===== src/rtl/msdap_pkg.sv =====
// Definitions shared by the MSDAP serial transmit and receive paths:
// the default word length and the transmit FSM state encoding.
package msdap_pkg;

  localparam int MSDAP_WIDTH = 40;

  typedef enum logic {
    IDLE  = 1'b0,
    SHIFT = 1'b1
  } tx_state_t;

endpackage


===== src/rtl/piso_tx.sv =====
// Dual-channel (L/R) parallel-in serial-out transmitter with a one-word holding
// buffer; words go out MSB first, starting on the edge where Frame is sampled high.
module piso_tx
  import msdap_pkg::*;
#(
  parameter int WIDTH = MSDAP_WIDTH
) (
  input  logic             Dclk,
  input  logic             Reset_n,
  input  logic             Frame,
  input  logic [WIDTH-1:0] dataL,
  input  logic [WIDTH-1:0] dataR,
  input  logic             load_valid,
  output logic             load_ready,
  output logic             OutputL,
  output logic             OutputR,
  output logic             tx_busy,
  output logic             tx_done,
  output logic             underrun,
  output tx_state_t        dbg_state
);

  localparam int CW = $clog2(WIDTH);
  localparam logic [CW-1:0] LAST_CNT = CW'(WIDTH - 1);

  tx_state_t        state, state_nxt;
  logic [CW-1:0]    count, count_nxt;
  logic [WIDTH-1:0] shl, shl_nxt, shr, shr_nxt;
  logic [WIDTH-1:0] holdl, holdl_nxt, holdr, holdr_nxt;
  logic             hold_full, hold_full_nxt;
  logic             outl_nxt, outr_nxt, busy_nxt, done_nxt, under_nxt;

  // Load handshake: a word is captured on any edge where load_valid and
  // load_ready are both 1; load_ready is the registered inverse of hold_full,
  // so a transfer edge (hold_full=1) can never coincide with a load.
  always_comb begin
    state_nxt     = state;
    count_nxt     = count;
    shl_nxt       = shl;
    shr_nxt       = shr;
    holdl_nxt     = holdl;
    holdr_nxt     = holdr;
    hold_full_nxt = hold_full;
    outl_nxt      = 1'b0;
    outr_nxt      = 1'b0;
    busy_nxt      = 1'b0;
    done_nxt      = 1'b0;
    under_nxt     = 1'b0;

    if (load_valid && load_ready) begin
      hold_full_nxt = 1'b1;
      holdl_nxt     = dataL;
      holdr_nxt     = dataR;
    end

    // Frame restarts from any state: normal start, back-to-back or framing error.
    if (Frame) begin
      if (hold_full) begin
        state_nxt     = SHIFT;
        count_nxt     = LAST_CNT;
        outl_nxt      = holdl[WIDTH-1];
        outr_nxt      = holdr[WIDTH-1];
        shl_nxt       = {holdl[WIDTH-2:0], 1'b0};
        shr_nxt       = {holdr[WIDTH-2:0], 1'b0};
        busy_nxt      = 1'b1;
        hold_full_nxt = 1'b0;
      end else begin
        state_nxt = IDLE;
        under_nxt = 1'b1;
      end
    end else if (state == SHIFT && count != '0) begin
      count_nxt = count - CW'(1);
      outl_nxt  = shl[WIDTH-1];
      outr_nxt  = shr[WIDTH-1];
      shl_nxt   = {shl[WIDTH-2:0], 1'b0};
      shr_nxt   = {shr[WIDTH-2:0], 1'b0};
      busy_nxt  = 1'b1;
      done_nxt  = (count == CW'(1));
    end else begin
      state_nxt = IDLE;
    end
  end

  always_ff @(posedge Dclk or negedge Reset_n) begin
    if (!Reset_n) begin
      state      <= IDLE;
      count      <= '0;
      shl        <= '0;
      shr        <= '0;
      holdl      <= '0;
      holdr      <= '0;
      hold_full  <= 1'b0;
      load_ready <= 1'b1;
      OutputL    <= 1'b0;
      OutputR    <= 1'b0;
      tx_busy    <= 1'b0;
      tx_done    <= 1'b0;
      underrun   <= 1'b0;
    end else begin
      state      <= state_nxt;
      count      <= count_nxt;
      shl        <= shl_nxt;
      shr        <= shr_nxt;
      holdl      <= holdl_nxt;
      holdr      <= holdr_nxt;
      hold_full  <= hold_full_nxt;
      load_ready <= ~hold_full_nxt;
      OutputL    <= outl_nxt;
      OutputR    <= outr_nxt;
      tx_busy    <= busy_nxt;
      tx_done    <= done_nxt;
      underrun   <= under_nxt;
    end
  end

  assign dbg_state = state;

endmodule


===== config.mk =====
export PLATFORM = sky130hd
export DESIGN_NAME = piso_tx
export DESIGN_NICKNAME = d
export VERILOG_FILES = /design/src/rtl/msdap_pkg.sv /design/src/rtl/piso_tx.sv
export SDC_FILE = /design/constraint.sdc
export NUM_CORES = 1
export LEC_CHECK = 0
export ABC_AREA = 1
export CORE_MARGIN = 2
export CORE_UTILIZATION = 51
export CTS_CLUSTER_DIAMETER = 150
export DETAILED_ROUTE_END_ITERATION = 8
export HOLD_SLACK_MARGIN = 0.1
export MAX_ROUTING_LAYER = met4
export PLACE_DENSITY = 0.89
export SLEW_MARGIN = 30
export SYNTH_ARGS = -nofsm -noshare
export SYNTH_HDL_FRONTEND = slang
export SYNTH_SLANG_ARGS = --single-unit

===== constraint.sdc =====
create_clock -name Dclk -period 1.54 [get_ports Dclk]
set_input_delay 0.462 -clock Dclk [delete_from_list [all_inputs] [get_ports Dclk]]
set_output_delay 0.462 -clock Dclk [all_outputs]
set_load 0.05 [all_outputs]

==> metrics.md, run 1 <==
| Metric | Value |
|---|---|
| Fmax | 621 MHz |
| Worst setup margin | -0.0713 ns |
| Crit path capture type | primary output |
| Critical path cell sequence | buf_12 |
| Final Hold Fails | 0 |
| P per Cell Area | 1940 nW/um2 |
| RR Endpoint | shl[22] |
| Worst relative slew slack | 70.5% |
| Via density | 5.16 |
| Commonest non-fill, non-tap cell in the layout | dfrtp_1 |
| Routed WL | 16,100 um |
| Synth-to-layout area growth | 26.3% |
| Post-synthesis cell type count | 22 |
| Initial DRC count | 352 |
| Yosys reg bits | 172 |
| Syn Nets | 834 |
| Final setup fails | 1 |
| CTS tree | done |
| Routability congestion estimate from global placement | 0.757 |
| Reg2Reg Setup Slack | 0.06 ns |
| Total Die Area | 16,500 um2 |
| Final period utilization | 105% |
| WS Path Type | flip-flop to primary output |
| Clock Path Buffers | 2 |
| Area contributors post-synth | dfrtp_1 54%, mux2_2 11%, o21ai_2 7.9% |
| Setup TNS Final | -0.0713 ns |
| Mapped Area | 7890 um2 |
| Fin Hold WS | 0.507 ns |
| Slowest cell on crit path | dfstp_2 |
| Grt ovf | 0 |
| Synth top area share | 54.2% |
| Synth Warn # | 0 |
| Drt wl/cell | 15.3 um |
| WP depth | 1 |
| Mapped Cells | 747 |
| Pin count of the biggest net entering global routing | 94 |
| GRT Util Overall | 21.0% |
| Startpoint Class | flip-flop |
| Chip Height | 128 um |
| Leakage power | 4.47 nW |
| Final slew viol count | 0 |
| Max_cap viols | 0 |
| Commonest cells after routing, fill and taps aside | 171 x dfrtp_1, 109 x nand2_1, 88 x inv_1 |
| WP data arrival | 1.15 ns |
| Initial antenna violation count | 0 |
| Worst Path Buf+Inv | 1 |
| H-tree levels | 4 |
| Crit path from | load_ready |
| Residual DRC | 0 |
| Failing checks | setup timing |
| Antenna diodes | 0 |
| Vias in the first global route | 5,634 |
| Routed vias | 5,412 |
| HPWL after DPL | 10,300 um |
| Initial Utilization | 52.1% |
| Critical Path RT | 1.08 ns |
| Worst-path fanout max | 2 |
| First-pass GRT wire length | 26,400 um |
| Port Buffers | 90 |
| Clock skew | 0.00985 ns |
| Outcome | complete, but fails checks |
| R2r startpoint | count[0] |
| Pre-Repair DR Iteration Count | 4 |
| Core area | 15,100 um2 |
| Clock transition at path regs | 0.06 ns |
| RSZ-0062 raised after global routing | yes |
| Area leader, netlist | dfrtp_1 |
| # rows | 45 |
| Family with the most delay on the worst path | flip-flops |
| Sequential element share of the synthesized area | 54.5% |
| Worst Reg-to-Reg Cells | 8 |
| CTS sink count | 172 |
| Fin util | 65.8% |
| Minimum clock period | 1.61 ns |
| Antenna Nets Post-Route | 0 |
| Cts bufs inserted | 17 |
| DIE WIDTH | 128 um |
| Critical path endpoint | load_ready |
| Layout cells sized above 1 | 35.0% |
| Transition time of the tightest slew-check pin | 0.443 ns |
| Syn Area/Cell | 10.6 um2 |
| Layout net count | 935 |
| I/O pin count | 91 |
| Crit path largest cell delay | 0.58 ns |
| Clock latency on the worst-skew pair | 0.43 ns |
| Worst VDD drop | 1.03 mV |
| Min-Delay Path Class | flip-flop to flip-flop |
| Root Buffer | clkbuf_16 |
-- synth_stat cells, drive strengths merged --
| cell | number |
|---|---|
| a21oi | 1 |
| buf | 34 |
| clkbuf | 8 |
| dfrtp | 171 |
| dfstp | 1 |
| ha | 3 |
| inv | 89 |
| mux2 | 80 |
| nand2 | 178 |
| nand3 | 10 |
| nor2 | 13 |
| o21ai | 158 |
| or2 | 1 |
-- worst register-to-register path, stage by stage, from the launching register on --
cell and delay [ns]:
dfrtp_1 0.41, inv_1 0.09, ha_1 0.17, nand3_2 0.09, nand2_4 0.14, nand2_4 0.14, buf_16 0.20, nand2_2 0.08
o21ai_2 0.05
-- state kept, by name, summed over array words and instances (netlist names) --
register,cells
hold_full,1
tx_busy,1
OutputL,1
shl,39
OutputR,1
shr,39
holdr,40
underrun,1
dbg_state,1
load_ready,1
count,6
holdl,40
tx_done,1
-- layer usage --
metal | track usage, % | vias to the layer above | part of all wire (%)
met4 | 9.63 | 0 | 3.3
met2 | 34.7 | 100 | 52
met3 | 3.53 | 39 | 2.9
met1 | 25.3 | 2661 | 42
li1 | - | 2612 | -
met5 | - | - | 0
-- power breakdown --
part	switching, mW	leakage [nW]	internal, mW
sequential	1.03	2.10	6.62
clock	1.74	0.303	2.67
combinational	3.79	2.07	3.43
total	6.56	4.47	12.7
-- kinds of logic after synthesis --
group / synth area share [%]
AND/OR/NAND/NOR: 12.5
flip-flops: 54.5
buffers and inverters: 7.61
multiplexers: 11.4
AO/OA/AOI/OAI: 13.5
adder cells (fa/ha/maj): 0.476
-- worst min path at each step --
| stage | startpoint | to | cells past startpoint |
|---|---|---|---|
| 6_report | holdl[10] | holdl[10] | 1 |
| 5_1_grt | holdl[17] | holdl[17] | 1 |
| 4_1_cts | holdl[10] | holdl[10] | 1 |
| 3_5_place_dp | Reset_n | shl[24] | 1 |
| 3_3_place_gp | Reset_n | holdl[24] | 1 |
| 2_1_floorplan | Reset_n | OutputL | 0 |
-- through the flow --
stage,setup WS (ns),instances,total power [mW],instance area (um2)
2_1_floorplan,0.0322,747,12.5,7890
3_5_place_dp,-0.243,1008,14.5,9210
5_1_grt,-0.0895,1048,20.5,9970
3_3_place_gp,-0.210,1008,14.1,9210
4_1_cts,-0.0784,1041,19.1,9840
6_report,-0.0713,1048,19.3,9970
-- layout make-up --
| type | instances | area (um2) |
|---|---|---|
| inverters | 89 | 334 |
| well taps | 188 | 235 |
| multi-input cells | 446 | 3030 |
| clock buffers | 21 | 470 |
| fillers | 1069 | 5180 |
| repair buffers | 122 | 1460 |
| clock inverters | 10 | 140 |
| flip-flops and latches | 172 | 4310 |
-- what timing repair did --
action                     CTS  global route
hold buffers                 1             0
buffers inserted             1             2
hold endpoints to repair    35             0
setup endpoints to repair    1            40
resized for setup            0             3
pin swaps                    0             0
gates cloned                 0             5
(Power assumes the default switching activity.)
==> run 2, diff against run 1 <==
--- a/config.mk
+++ b/config.mk
@@ -6,12 +6,12 @@
 export NUM_CORES = 1
 export LEC_CHECK = 0
 export ABC_AREA = 1
+export CORE_ASPECT_RATIO = 1.25
 export CORE_MARGIN = 2
 export CORE_UTILIZATION = 51
 export CTS_CLUSTER_DIAMETER = 150
 export DETAILED_ROUTE_END_ITERATION = 8
 export HOLD_SLACK_MARGIN = 0.1
-export MAX_ROUTING_LAYER = met4
 export PLACE_DENSITY = 0.89
 export SLEW_MARGIN = 30
 export SYNTH_ARGS = -nofsm -noshare
==> metrics.md, run 2 (synthesized netlist as in run 1, its figures left out) <==
| Metric | Value |
|---|---|
| Placed Cells | 1,040 (+3.2%) |
| Core area | 15,100 um2 (-0.45%) |
| Worst Path Buf+Inv | 1 (unchanged) |
| Startpoint Class | flip-flop |
| Failing checks | setup timing |
| Worst setup margin | -0.0418 ns (+0.0295 ns) |
| Sequential Power Share | 39.1% (-0.6 points) |
| RSZ-0062 raised after global routing | yes |
| Synth-to-layout area growth | 29.7% |
| Psw | 6.58 mW (+0.32%) |
| Fin Hold WS | 0.483 ns (-0.0237 ns) |
| Routed WL | 15,900 um (-1.2%) |
| Worst VDD drop | 0.925 mV (-10%) |
| Clock transition at path regs | 0.06 ns (about the same) |
| GRT Util Overall | 19.6% (-1.4 points) |
| Transition time of the tightest slew-check pin | 0.427 ns (-0.0154 ns) |
| H-tree levels | 4 (unchanged) |
| Max_cap viols | 0 (unchanged) |
| Chip Height | 143 um (+11%) |
| Routability congestion estimate from global placement | 0.761 (+0.61%) |
| Clock latency on the worst-skew pair | 0.43 ns (about the same) |
| First-pass GRT wire length | 25,300 um (-4.3%) |
| Root Buffer | clkbuf_16 |
| Residual DRC | 0 (unchanged) |
| Minimum clock period | 1.58 ns (-0.0295 ns) |
| Clock Power Share | 21.8% (-1.1 points) |
| Clock skew | 0.00882 ns (-0.00103 ns) |
| Initial Utilization | 52.3% (+0.24 points) |
| Final std cells w/o fill | 1,086 (+3.6%) |
| Leakage power | 4.56 nW (+2.0%) |
| Layout cells sized above 1 | 36.6% (+1.6 points) |
| Outcome | complete, but fails checks |
| Final slew viol count | 0 (unchanged) |
| Initial DRC count | 345 (-2.0%) |
| Layout net count | 953 (+1.9%) |
| Final setup fails | 1 (unchanged) |
| P per Cell Area | 1900 nW/um2 (-2.0%) |
| WP data arrival | 1.12 ns (-0.03 ns) |
| Port Buffers | 90 (unchanged) |
| Critical Path RT | 1.08 ns (about the same) |
| Via density | 5.00 (-3.2%) |
| # rows | 50 (+11%) |
| Clock Path Buffers | 2 (unchanged) |
| Antenna Nets Post-Route | 0 (unchanged) |
| I/O pin count | 91 (unchanged) |
| Top flop regs | holdl x40, holdr x40 |
| Crit path largest cell delay | 0.56 ns (-0.02 ns) |
| Crit path capture type | primary output |
| P_int | 12.8 mW (+0.81%) |
| Routed vias | 5,431 (+0.35%) |
| Total Die Area | 16,500 um2 (about the same) |
| Combinational share of power | 39.2% (+1.8 points) |
| Cts bufs inserted | 17 (unchanged) |
| WS Path Type | flip-flop to primary output |
| Switching share of total power | 33.9% (-0.11 points) |
| Critical path cell sequence | buf_12 |
| Grt ovf | 0 (unchanged) |
| Commonest non-fill, non-tap cell in the layout | dfrtp_1 |
| Pre-Repair DR Iteration Count | 4 (unchanged) |
| Final Hold Fails | 0 (unchanged) |
| HPWL after DPL | 10000 um (-3.1%) |
| Min-Delay Path Class | flip-flop to flip-flop |
| Drt wl/cell | 14.6 um (-4.7%) |
| Fillers | 1,094 (+2.3%) |
| Antenna diodes | 0 (unchanged) |
| Final period utilization | 103% (-1.9 points) |
| Commonest cells after routing, fill and taps aside | 170 x dfrtp_1, 109 x nand2_1, 87 x inv_1 |
| Worst-path fanout max | 2 (unchanged) |
| Fmax | 632 MHz (+1.9%) |
| DIE WIDTH | 115 um (-10%) |
| Initial antenna violation count | 0 (unchanged) |
| CTS tree | done |
| Slowest cell on crit path | dfstp_2 |
| CTS sink count | 172 (unchanged) |
| Family with the most delay on the worst path | flip-flops |
| Pin count of the biggest net entering global routing | 54 (-43%) |
| Vias in the first global route | 5,433 (-3.6%) |
| Worst relative slew slack | 71.4% (+0.92 points) |
-- run 2: cell count changes in the layout (fill, tap and decap cells not counted), sizes merged --
cell / previous run / this run
clkbuf: 24 / 27
bufinv: 3 / 2
inv: 89 / 90
clkinv: 7 / 2
buf: 37 / 52
clkinvlp: 0 / 4
nand2: 180 / 181
-- run 2: repair_timing --
| item | 4_1_cts | 5_1_grt |
|---|---|---|
| gates resized for setup | 0 | 20 |
| hold endpoints to repair | 28 | 0 |
| pin swaps | 0 | 2 |
| cloned | 0 | 10 |
| setup endpoints to repair | 1 | 75 |
| buffers inserted | 0 | 4 |
| hold buffers | 1 | 0 |
-- run 2: worst reg2reg max path, delay by kind of cell, from the launching register on --
| family | cells | cell delay [ns] |
|---|---|---|
| AOI/OAI and AO/OA | 1 | 0.06 |
| buffers and inverters | 1 | 0.20 |
| DFF | 1 | 0.45 |
| and+or+nand+nor | 5 | 0.66 |
-- run 2: worst paths after layout --
kind	from	end	slack (ns)	cells past startpoint
max in group asynchronous	Reset_n	count[3]	0.50	3
worst max register to register	count[3]	shr[39]	0.05	7
worst min register to register	hold_full	underrun	0.48	1
min in group asynchronous	Reset_n	count[4]	0.52	2
worst min-delay path	hold_full	underrun	0.48	1
worst max-delay path	load_ready	load_ready	-0.04	1
-- run 2: final cells by class --
| class | count | area [um2] | share of cell area, % |
|---|---|---|---|
| Clock buffer | 22 | 474 | 4.63 |
| Clock inverter | 9 | 113 | 1.10 |
| Inverter | 89 | 334 | 3.26 |
| Multi-Input combinational cell | 447 | 3100 | 30.3 |
| Sequential cell | 172 | 4310 | 42.1 |
| Tap cell | 208 | 260 | 2.54 |
| Timing Repair Buffer | 139 | 1650 | 16.1 |
-- run 2: metrics by stage --
stage / power, mW / utilization (%) / area, um2 / setup WS [ns] / TNS, ns
finish: 19.4 / 67.9 / 10200 / -0.0418 / -0.0418
global placement: 14.1 / 61.9 / 9330 / -0.214 / -15.36
global route: 20.7 / 67.9 / 10200 / -0.0790 / -0.0790
CTS: 18.8 / 65.8 / 9920 / -0.0894 / -0.0894
detailed placement: 14.5 / 61.9 / 9330 / -0.233 / -16.20
floorplan: 12.5 / - / 7890 / 0.0322 / 0
-- run 2: power by group through the flow --
stage                     Sequential (mW)  Clock (mW)  Combinational [mW]
after CTS                            7.56        4.30                6.95
after global routing                 7.79        4.48                8.39
after global placement               7.54           0                6.57
after floorplan                      7.52           0                5.02
after detailed placement             7.62           0                6.85
final                                7.59        4.22                7.60
-- run 2: routing by layer --
layer / wire [um] / vias up / GRT usage [%]
met2: 8570 / 107 / 33.8
met3: 548 / 27 / 4.29
li1: - / 2645 / -
met4: 329 / 0 / 6.72
met1: 6410 / 2652 / 24.3
met5: 0 / - / 0
